### src/rtl/bram_seq_pkg.sv
// -----------------------------------------------------------------------------
// bram_seq_pkg -- shared definitions for the serial BRAM sequencer.
//   * op encoding of the command frame {op, addr, data}
//   * controller state enumeration
//   * cmd_width(): command frame width derived from address/data widths
// No ports (package).
// -----------------------------------------------------------------------------
package bram_seq_pkg;

  localparam logic [1:0] OP_NOP   = 2'b00;
  localparam logic [1:0] OP_WRITE = 2'b01;
  localparam logic [1:0] OP_READ  = 2'b10;
  localparam logic [1:0] OP_FILL  = 2'b11;

  typedef enum logic [2:0] {
    ST_IDLE     = 3'd0,
    ST_WRITE    = 3'd1,
    ST_RD_ISSUE = 3'd2,
    ST_RD_WAIT  = 3'd3,
    ST_RD_CAPT  = 3'd4,
    ST_FILL     = 3'd5
  } state_t;

  // Frame = 2 op bits + address + data.
  function automatic int cmd_width(input int addr_w, input int data_w);
    return 2 + addr_w + data_w;
  endfunction

endpackage

### src/rtl/bram_seq_shr.sv
// -----------------------------------------------------------------------------
// bram_seq_shr -- generic W-bit shift register.
//   Serial-in/parallel-out when load=0 (sin enters at LSB, bits move to MSB),
//   parallel-load/serial-out when load=1 (read the MSB of q as the serial out).
// Ports:
//   clk    in  1  rising-edge clock
//   rst_n  in  1  asynchronous active-low reset, clears q
//   load   in  1  parallel load enable (priority over shifting)
//   sin    in  1  serial input bit
//   pdata  in  W  parallel load data
//   q      out W  register contents
// -----------------------------------------------------------------------------
module bram_seq_shr #(
  parameter int W = 8
) (
  input  logic         clk,
  input  logic         rst_n,
  input  logic         load,
  input  logic         sin,
  input  logic [W-1:0] pdata,
  output logic [W-1:0] q
);

  // Shift every cycle unless a parallel load is requested.
  always_ff @(posedge clk or negedge rst_n) begin
    if (!rst_n) begin
      q <= {W{1'b0}};
    end else if (load) begin
      q <= pdata;
    end else begin
      q <= {q[W-2:0], sin};
    end
  end

endmodule

### src/rtl/bram_seq_ctrl.sv
// -----------------------------------------------------------------------------
// bram_seq_ctrl -- serial command sequencer for a single-port block RAM.
// A frame {op[1:0], addr, data} is shifted in on di (MSB first) and executed
// when stb is seen in IDLE: NOP (clear err), WRITE, READ (result shifted out
// on dout, MSB first) or FILL (write data from addr up to the top address).
// Optional macro BRAM_SEQ_CTRL_OUTREG_EN: RAM has an output register, adding
// an RD_WAIT cycle with ram_regce=1; otherwise ram_regce is tied low.
// Ports:
//   clk, rst_n         clock, asynchronous active-low reset
//   di, stb            serial command bit, command strobe
//   dout               serial read data (the name "do" is a reserved word)
//   busy, done, err    not idle, one-cycle completion pulse, sticky error
//   ram_en, ram_we, ram_regce, ram_addr, ram_din  RAM control/data out
//   ram_dout           RAM read data in
// -----------------------------------------------------------------------------
module bram_seq_ctrl
  import bram_seq_pkg::*;
#(
  parameter int ADDR_W = 10,
  parameter int DATA_W = 8
) (
  input  logic              clk,
  input  logic              rst_n,
  input  logic              di,
  input  logic              stb,
  output logic              dout,
  output logic              busy,
  output logic              done,
  output logic              err,
  output logic              ram_en,
  output logic              ram_we,
  output logic              ram_regce,
  output logic [ADDR_W-1:0] ram_addr,
  output logic [DATA_W-1:0] ram_din,
  input  logic [DATA_W-1:0] ram_dout
);

  localparam int CMD_W = cmd_width(ADDR_W, DATA_W);
  localparam logic [ADDR_W-1:0] ADDR_TOP = {ADDR_W{1'b1}};
  localparam logic [ADDR_W-1:0] ADDR_ONE = {{(ADDR_W-1){1'b0}}, 1'b1};

  logic [CMD_W-1:0]  cmd_q;
  logic [DATA_W-1:0] out_q;
  logic [1:0]        cmd_op;
  logic [ADDR_W-1:0] cmd_addr;
  logic [DATA_W-1:0] cmd_data;
  logic              capture;

  state_t            state_r, state_n;
  logic              busy_r, busy_n, done_r, done_n, err_r, err_n;
  logic              en_r, en_n, we_r, we_n, do_r;
  logic [ADDR_W-1:0] addr_r, addr_n;
  logic [DATA_W-1:0] din_r, din_n;
`ifdef BRAM_SEQ_CTRL_OUTREG_EN
  logic              regce_r, regce_n;
`endif

  // The frame is the register content before this cycle's shift.
  assign cmd_op   = cmd_q[CMD_W-1 -: 2];
  assign cmd_addr = cmd_q[DATA_W +: ADDR_W];
  assign cmd_data = cmd_q[DATA_W-1:0];
  assign capture  = (state_r == ST_RD_CAPT);

  bram_seq_shr #(.W(CMD_W)) u_cmd (
    .clk(clk), .rst_n(rst_n), .load(1'b0), .sin(di),
    .pdata({CMD_W{1'b0}}), .q(cmd_q)
  );

  bram_seq_shr #(.W(DATA_W)) u_out (
    .clk(clk), .rst_n(rst_n), .load(capture), .sin(1'b0),
    .pdata(ram_dout), .q(out_q)
  );

  // Next-state and next-output decode; every output is registered below.
  always_comb begin
    state_n = state_r;
    done_n  = 1'b0;
    err_n   = err_r;
    en_n    = 1'b0;
    we_n    = 1'b0;
    addr_n  = addr_r;
    din_n   = din_r;
`ifdef BRAM_SEQ_CTRL_OUTREG_EN
    regce_n = 1'b0;
`endif
    case (state_r)
      ST_IDLE: begin
        if (stb) begin
          case (cmd_op)
            OP_NOP: begin
              done_n = 1'b1;
              err_n  = 1'b0;
            end
            OP_WRITE: begin
              state_n = ST_WRITE;
              en_n    = 1'b1;
              we_n    = 1'b1;
              addr_n  = cmd_addr;
              din_n   = cmd_data;
            end
            OP_READ: begin
              state_n = ST_RD_ISSUE;
              en_n    = 1'b1;
              addr_n  = cmd_addr;
            end
            OP_FILL: begin
              state_n = ST_FILL;
              en_n    = 1'b1;
              we_n    = 1'b1;
              addr_n  = cmd_addr;
              din_n   = cmd_data;
            end
            default: state_n = ST_IDLE;
          endcase
        end else begin
          state_n = ST_IDLE;
        end
      end
      ST_WRITE: begin
        state_n = ST_IDLE;
        done_n  = 1'b1;
      end
      ST_RD_ISSUE: begin
`ifdef BRAM_SEQ_CTRL_OUTREG_EN
        state_n = ST_RD_WAIT;
        regce_n = 1'b1;
`else
        state_n = ST_RD_CAPT;
`endif
      end
      ST_RD_WAIT: state_n = ST_RD_CAPT;
      ST_RD_CAPT: begin
        state_n = ST_IDLE;
        done_n  = 1'b1;
      end
      ST_FILL: begin
        // Stop after the top address; the counter never wraps to zero.
        if (addr_r == ADDR_TOP) begin
          state_n = ST_IDLE;
          done_n  = 1'b1;
        end else begin
          addr_n = addr_r + ADDR_ONE;
          en_n   = 1'b1;
          we_n   = 1'b1;
        end
      end
      default: state_n = ST_IDLE;
    endcase
    // A strobe while busy is dropped but remembered as an error.
    if (stb && (state_r != ST_IDLE)) begin
      err_n = 1'b1;
    end else begin
      err_n = err_n;
    end
    busy_n = (state_n != ST_IDLE);
  end

  // State and registered outputs.
  always_ff @(posedge clk or negedge rst_n) begin
    if (!rst_n) begin
      state_r <= ST_IDLE;
      busy_r  <= 1'b0;
      done_r  <= 1'b0;
      err_r   <= 1'b0;
      en_r    <= 1'b0;
      we_r    <= 1'b0;
      addr_r  <= {ADDR_W{1'b0}};
      din_r   <= {DATA_W{1'b0}};
      do_r    <= 1'b0;
    end else begin
      state_r <= state_n;
      busy_r  <= busy_n;
      done_r  <= done_n;
      err_r   <= err_n;
      en_r    <= en_n;
      we_r    <= we_n;
      addr_r  <= addr_n;
      din_r   <= din_n;
      do_r    <= out_q[DATA_W-1];
    end
  end

`ifdef BRAM_SEQ_CTRL_OUTREG_EN
  // Output-register clock enable for the RAM, high during RD_WAIT only.
  always_ff @(posedge clk or negedge rst_n) begin
    if (!rst_n) begin
      regce_r <= 1'b0;
    end else begin
      regce_r <= regce_n;
    end
  end
  assign ram_regce = regce_r;
`else
  assign ram_regce = 1'b0;
`endif

  assign dout     = do_r;
  assign busy     = busy_r;
  assign done     = done_r;
  assign err      = err_r;
  assign ram_en   = en_r;
  assign ram_we   = we_r;
  assign ram_addr = addr_r;
  assign ram_din  = din_r;

endmodule

### config.mk
export PLATFORM = sky130hd
export DESIGN_NAME = bram_seq_ctrl
export DESIGN_NICKNAME = d
export VERILOG_FILES = /design/src/rtl/bram_seq_pkg.sv /design/src/rtl/bram_seq_shr.sv /design/src/rtl/bram_seq_ctrl.sv
export SDC_FILE = /design/constraint.sdc
export NUM_CORES = 1
export LEC_CHECK = 0
export ABC_CLOCK_PERIOD_IN_PS = 1900
export CAP_MARGIN = 20
export CORE_ASPECT_RATIO = 1.4
export CORE_UTILIZATION = 40
export CTS_BUF_LIST = sky130_fd_sc_hd__clkbuf_8
export CTS_CLUSTER_SIZE = 14
export DETAILED_ROUTE_END_ITERATION = 10
export GPL_TIMING_DRIVEN = 0
export PLACE_DENSITY = 0.68
export SLEW_MARGIN = 10
export SYNTH_ARGS = -nofsm -noshare
export SYNTH_HDL_FRONTEND = slang
export SYNTH_SLANG_ARGS = --single-unit
### constraint.sdc
create_clock -name clk -period 1.9 [get_ports clk]
set_input_delay 0.38 -clock clk [delete_from_list [all_inputs] [get_ports clk]]
set_output_delay 0.38 -clock clk [all_outputs]
set_load 0.005 [all_outputs]
==> implementation parameters <==
Parameter                              Value

Run status
  Run status    finished, final reports clean

Final layout
  Fill cells    around 480
  Fraction of final layout cells with drive strength greater than 1    0.249
  Area of the multi-input gates    between 700 and 800 sq um
  Antenna Cells    0
  Growth of design area from synthesis to finish    27.7%
  Layout net count    between 200 and 250
  Sequential cell area    roughly 1400 sq um

STA
  Final Critical Period    roughly 1800 ps
  Setup repair after global routing missed its margin    false
  Post-layout worst setup margin    112 ps
  Setup violation total in the final timing report    0
  Final max-slew violation count    0
  Final worst path period share    0.941
  Final-layout setup total negative slack    0 ps
  Final Hold Violating Endpoints    0
  Worst slew margin    0.612
  Worst Clk Skew    3.03 ps
  Smallest hold slack    approximately 63 ps
  Fmax achieved    559 MHz
  Measured slew at the worst slew-check pin    roughly 580 ps

Power and ir drop
  IR drop worst, VDD    between 0.4 and 0.5 mV
  Power per unit of standard cell area    740 nW/um^2
  Lkg Pwr    ~1.2 nW
  Total power draw    approximately 2.1 mW

Synth
  Synthesized net count    between 150 and 200
  Gate count of the mapped netlist    164
  Fraction of synthesis flops using an asynchronous set or reset pin    1.00
  Synthesized area per cell    roughly 13 sq um
  EDFF count, synth    0
  Post-synth top flop    sky130_fd_sc_hd__dfrtp_1
  Number of unique standard cell types used by synthesis    46
  Post-synthesis instance area    between 2000 and 2500 sq um
  Count of yosys warnings during synthesis    0
  Portion of the post-synthesis area used by sequential elements    0.628
  Register bit total from synthesis    55

Floorplanning
  Core area    approximately 5200 sq um
  Num ports    37
  Die extent in y    between 80 and 90 microns
  Full die area    about 5800 sq um
  Initial core utilization    0.419
  Width of the die    ~65 microns
  Number of rows in the core area    31

Setup path
  Register-to-register setup slack    110 ps
  Worst reg-to-reg path cell count    5
  Nature of the critical path endpoint    register
  RR Startpoint    ram_addr[1]
  Worst path required time    approximately 2100 ps
  Setup CP Type    register to register
  Data arrival time of the worst path    slightly below 2000 ps
  RR Endpoint    ram_addr[1]
  Category of the worst setup path launch point    register
  CP Max Fanout    7
  Startpoint of the worst setup timing path    ram_addr[1]

GRT
  Maximum number of pins on one net before global-route repair    31
  Wire length of the first global-routing pass    6930 microns
  Total routing usage reported by global routing    0.158
  Grt ovf    0
  Initial antenna violation count    0
  Number of global-route vias before repair    between 1000 and 1500

Clock network
  Clock slew at reported path FFs    around 100 ps
  Root Buffer    sky130_fd_sc_hd__clkbuf_8
  Maximum count of clock buffers along a single path    2
  Total number of H-tree levels    2
  Clk Latency, worst-skew pair    around 310 ps
  Total number of clock tree sinks    between 50 and 60
  CTS tree    done
  Clock buffer count from CTS    5

Routing
  Final Routed Wirelength    approximately 4000 microns
  Per-cell via count in the routed design    between 5 and 6
  Number of DRC violations after detailed routing    0
  DRT iter0 DRCs    about 120
  Wirelength per Cell    roughly 14 microns
  First-pass iteration count of the detailed router    4
  Antenna Nets Post-Route    0
  Vias    about 1500

Placement
  Final estimated routing congestion in global placement    just over 0.8
  Buffers added on ports    35
  Dpl ws    -253 ps
  Dpl hpwl    around 2700 microns

Worst hold path
  Kind of path behind the tightest hold check    primary input to asynchronous set/reset pin

Run
  Max-Cap Viols    0
critical path, stage by stage, from the launching register on:
cell	delay (ps)
sky130_fd_sc_hd__dfrtp_2	450
sky130_fd_sc_hd__ha_2	250
sky130_fd_sc_hd__nand4_1	170
sky130_fd_sc_hd__o31ai_4	370
sky130_fd_sc_hd__nand2_4	130
sky130_fd_sc_hd__mux2_4	310
cell families (layout without fill, tap and decap cells):
kind of cell | after synthesis | count (layout) | synth area share
adders and majority gates | 1 | 1 | 0.00571
and+or+nand+nor | 50 | 50 | 0.137
other | 1 | 1 | 0.00171
AOI/OAI and AO/OA | 30 | 30 | 0.108
xor gates and xnor gates | 1 | 1 | 0.00400
muxes | 17 | 17 | 0.0885
buffers and inverters | 9 | 58 | 0.0274
DFF | 55 | 55 | 0.628
stage by stage:
| stage | instance area [sq um] | utilization | instances |
|---|---|---|---|
| after CTS | 2780 | 0.531 | 277 |
| after global routing | 2800 | 0.535 | 279 |
| final | 2800 | 0.535 | 279 |
| after floorplan | 2190 | - | 164 |
| after detailed placement | 2640 | 0.504 | 266 |
| after global placement | 2630 | 0.501 | 265 |
power by group:
part           switching, mW  internal, mW  leakage (nW)
Combinational         0.0383        0.0377         0.515
Clock                  0.384         0.400        0.0587
Sequential            0.0164          1.19         0.665
Total                  0.439          1.63          1.24
synth_stat cells (2+ instances only):
master | count | area, sq um
sky130_fd_sc_hd__dfrtp_1 | 55 | 1380
sky130_fd_sc_hd__mux2_2 | 15 | 169
sky130_fd_sc_hd__nand2_1 | 14 | 52.6
sky130_fd_sc_hd__nor2_1 | 9 | 33.8
sky130_fd_sc_hd__a21oi_1 | 6 | 30.0
sky130_fd_sc_hd__nand4_1 | 4 | 25.0
sky130_fd_sc_hd__a31oi_1 | 3 | 18.8
sky130_fd_sc_hd__and2_1 | 3 | 18.8
sky130_fd_sc_hd__and3_1 | 3 | 18.8
sky130_fd_sc_hd__buf_2 | 3 | 15.0
sky130_fd_sc_hd__nand3_1 | 3 | 15.0
sky130_fd_sc_hd__o21ai_0 | 3 | 15.0
sky130_fd_sc_hd__a211oi_1 | 2 | 15.0
sky130_fd_sc_hd__a22oi_1 | 2 | 15.0
sky130_fd_sc_hd__a41oi_1 | 2 | 17.5
sky130_fd_sc_hd__buf_4 | 2 | 15.0
sky130_fd_sc_hd__buf_6 | 2 | 22.5
sky130_fd_sc_hd__inv_1 | 2 | 7.51
sky130_fd_sc_hd__nand2_4 | 2 | 22.5
sky130_fd_sc_hd__nand2b_1 | 2 | 12.5
sky130_fd_sc_hd__o22a_1 | 2 | 17.5
how the worst max path moves through the flow:
stage,slack (ps),end
2_1_floorplan,110,ram_addr[1]
3_3_place_gp,-1130,ram_din[4]
3_5_place_dp,-250,ram_addr[2]
4_1_cts,40,ram_addr[1]
5_1_grt,40,ram_addr[1]
6_report,110,ram_addr[1]
final cells by class:
class / instances / share of cell area
repair buffers: 41 / 0.144
plain buffers: 7 / 0.0188
flip-flops and latches: 55 / 0.493
multi-input cells: 100 / 0.271
inverters: 2 / 0.00268
clock inverters: 3 / 0.0170
well taps: 66 / 0.0295
clock buffers: 5 / 0.0246
layout by cell type (no fill, tap or decap), types with 2 or more instances in the layout:
cell / n
sky130_fd_sc_hd__dfrtp_2: 2
sky130_fd_sc_hd__mux2_2: 15
sky130_fd_sc_hd__inv_1: 2
sky130_fd_sc_hd__nand4_1: 4
sky130_fd_sc_hd__nand3_1: 3
sky130_fd_sc_hd__buf_6: 2
sky130_fd_sc_hd__nand2_4: 2
sky130_fd_sc_hd__a31oi_1: 3
sky130_fd_sc_hd__and2_1: 3
sky130_fd_sc_hd__dfrtp_1: 53
sky130_fd_sc_hd__o21ai_0: 3
sky130_fd_sc_hd__clkbuf_8: 5
sky130_fd_sc_hd__a22oi_1: 2
sky130_fd_sc_hd__a211oi_1: 2
sky130_fd_sc_hd__clkdlybuf4s50_1: 34
sky130_fd_sc_hd__o22a_1: 2
sky130_fd_sc_hd__nor2_1: 9
sky130_fd_sc_hd__buf_2: 4
sky130_fd_sc_hd__nand2b_1: 2
sky130_fd_sc_hd__nand2_1: 14
sky130_fd_sc_hd__a41oi_1: 2
sky130_fd_sc_hd__a21oi_1: 6
sky130_fd_sc_hd__buf_4: 7
sky130_fd_sc_hd__and3_1: 3
layer usage:
metal  GRT usage  vias up  share of wire
li1            -      690              -
met1       0.198      749           0.45
met2       0.256       48           0.49
met3      0.0480        7          0.051
met4      0.0667        0          0.014
met5           0        -              0
flip-flops by register name, indices dropped and copies added, names as in the netlist:
name / flops
state_r: 3
ram_addr: 10
ram_we: 1
u_cmd.q: 20
u_out.q: 8
ram_en: 1
dout: 1
err: 1
done: 1
ram_din: 8
busy: 1
repair_timing:
item	in CTS	in global routing
hold buffers	0	0
setup endpoints to repair	9	3
gates resized for setup	2	1
setup buffers	3	2
pin swaps	2	1
(Power assumes the default switching activity.)
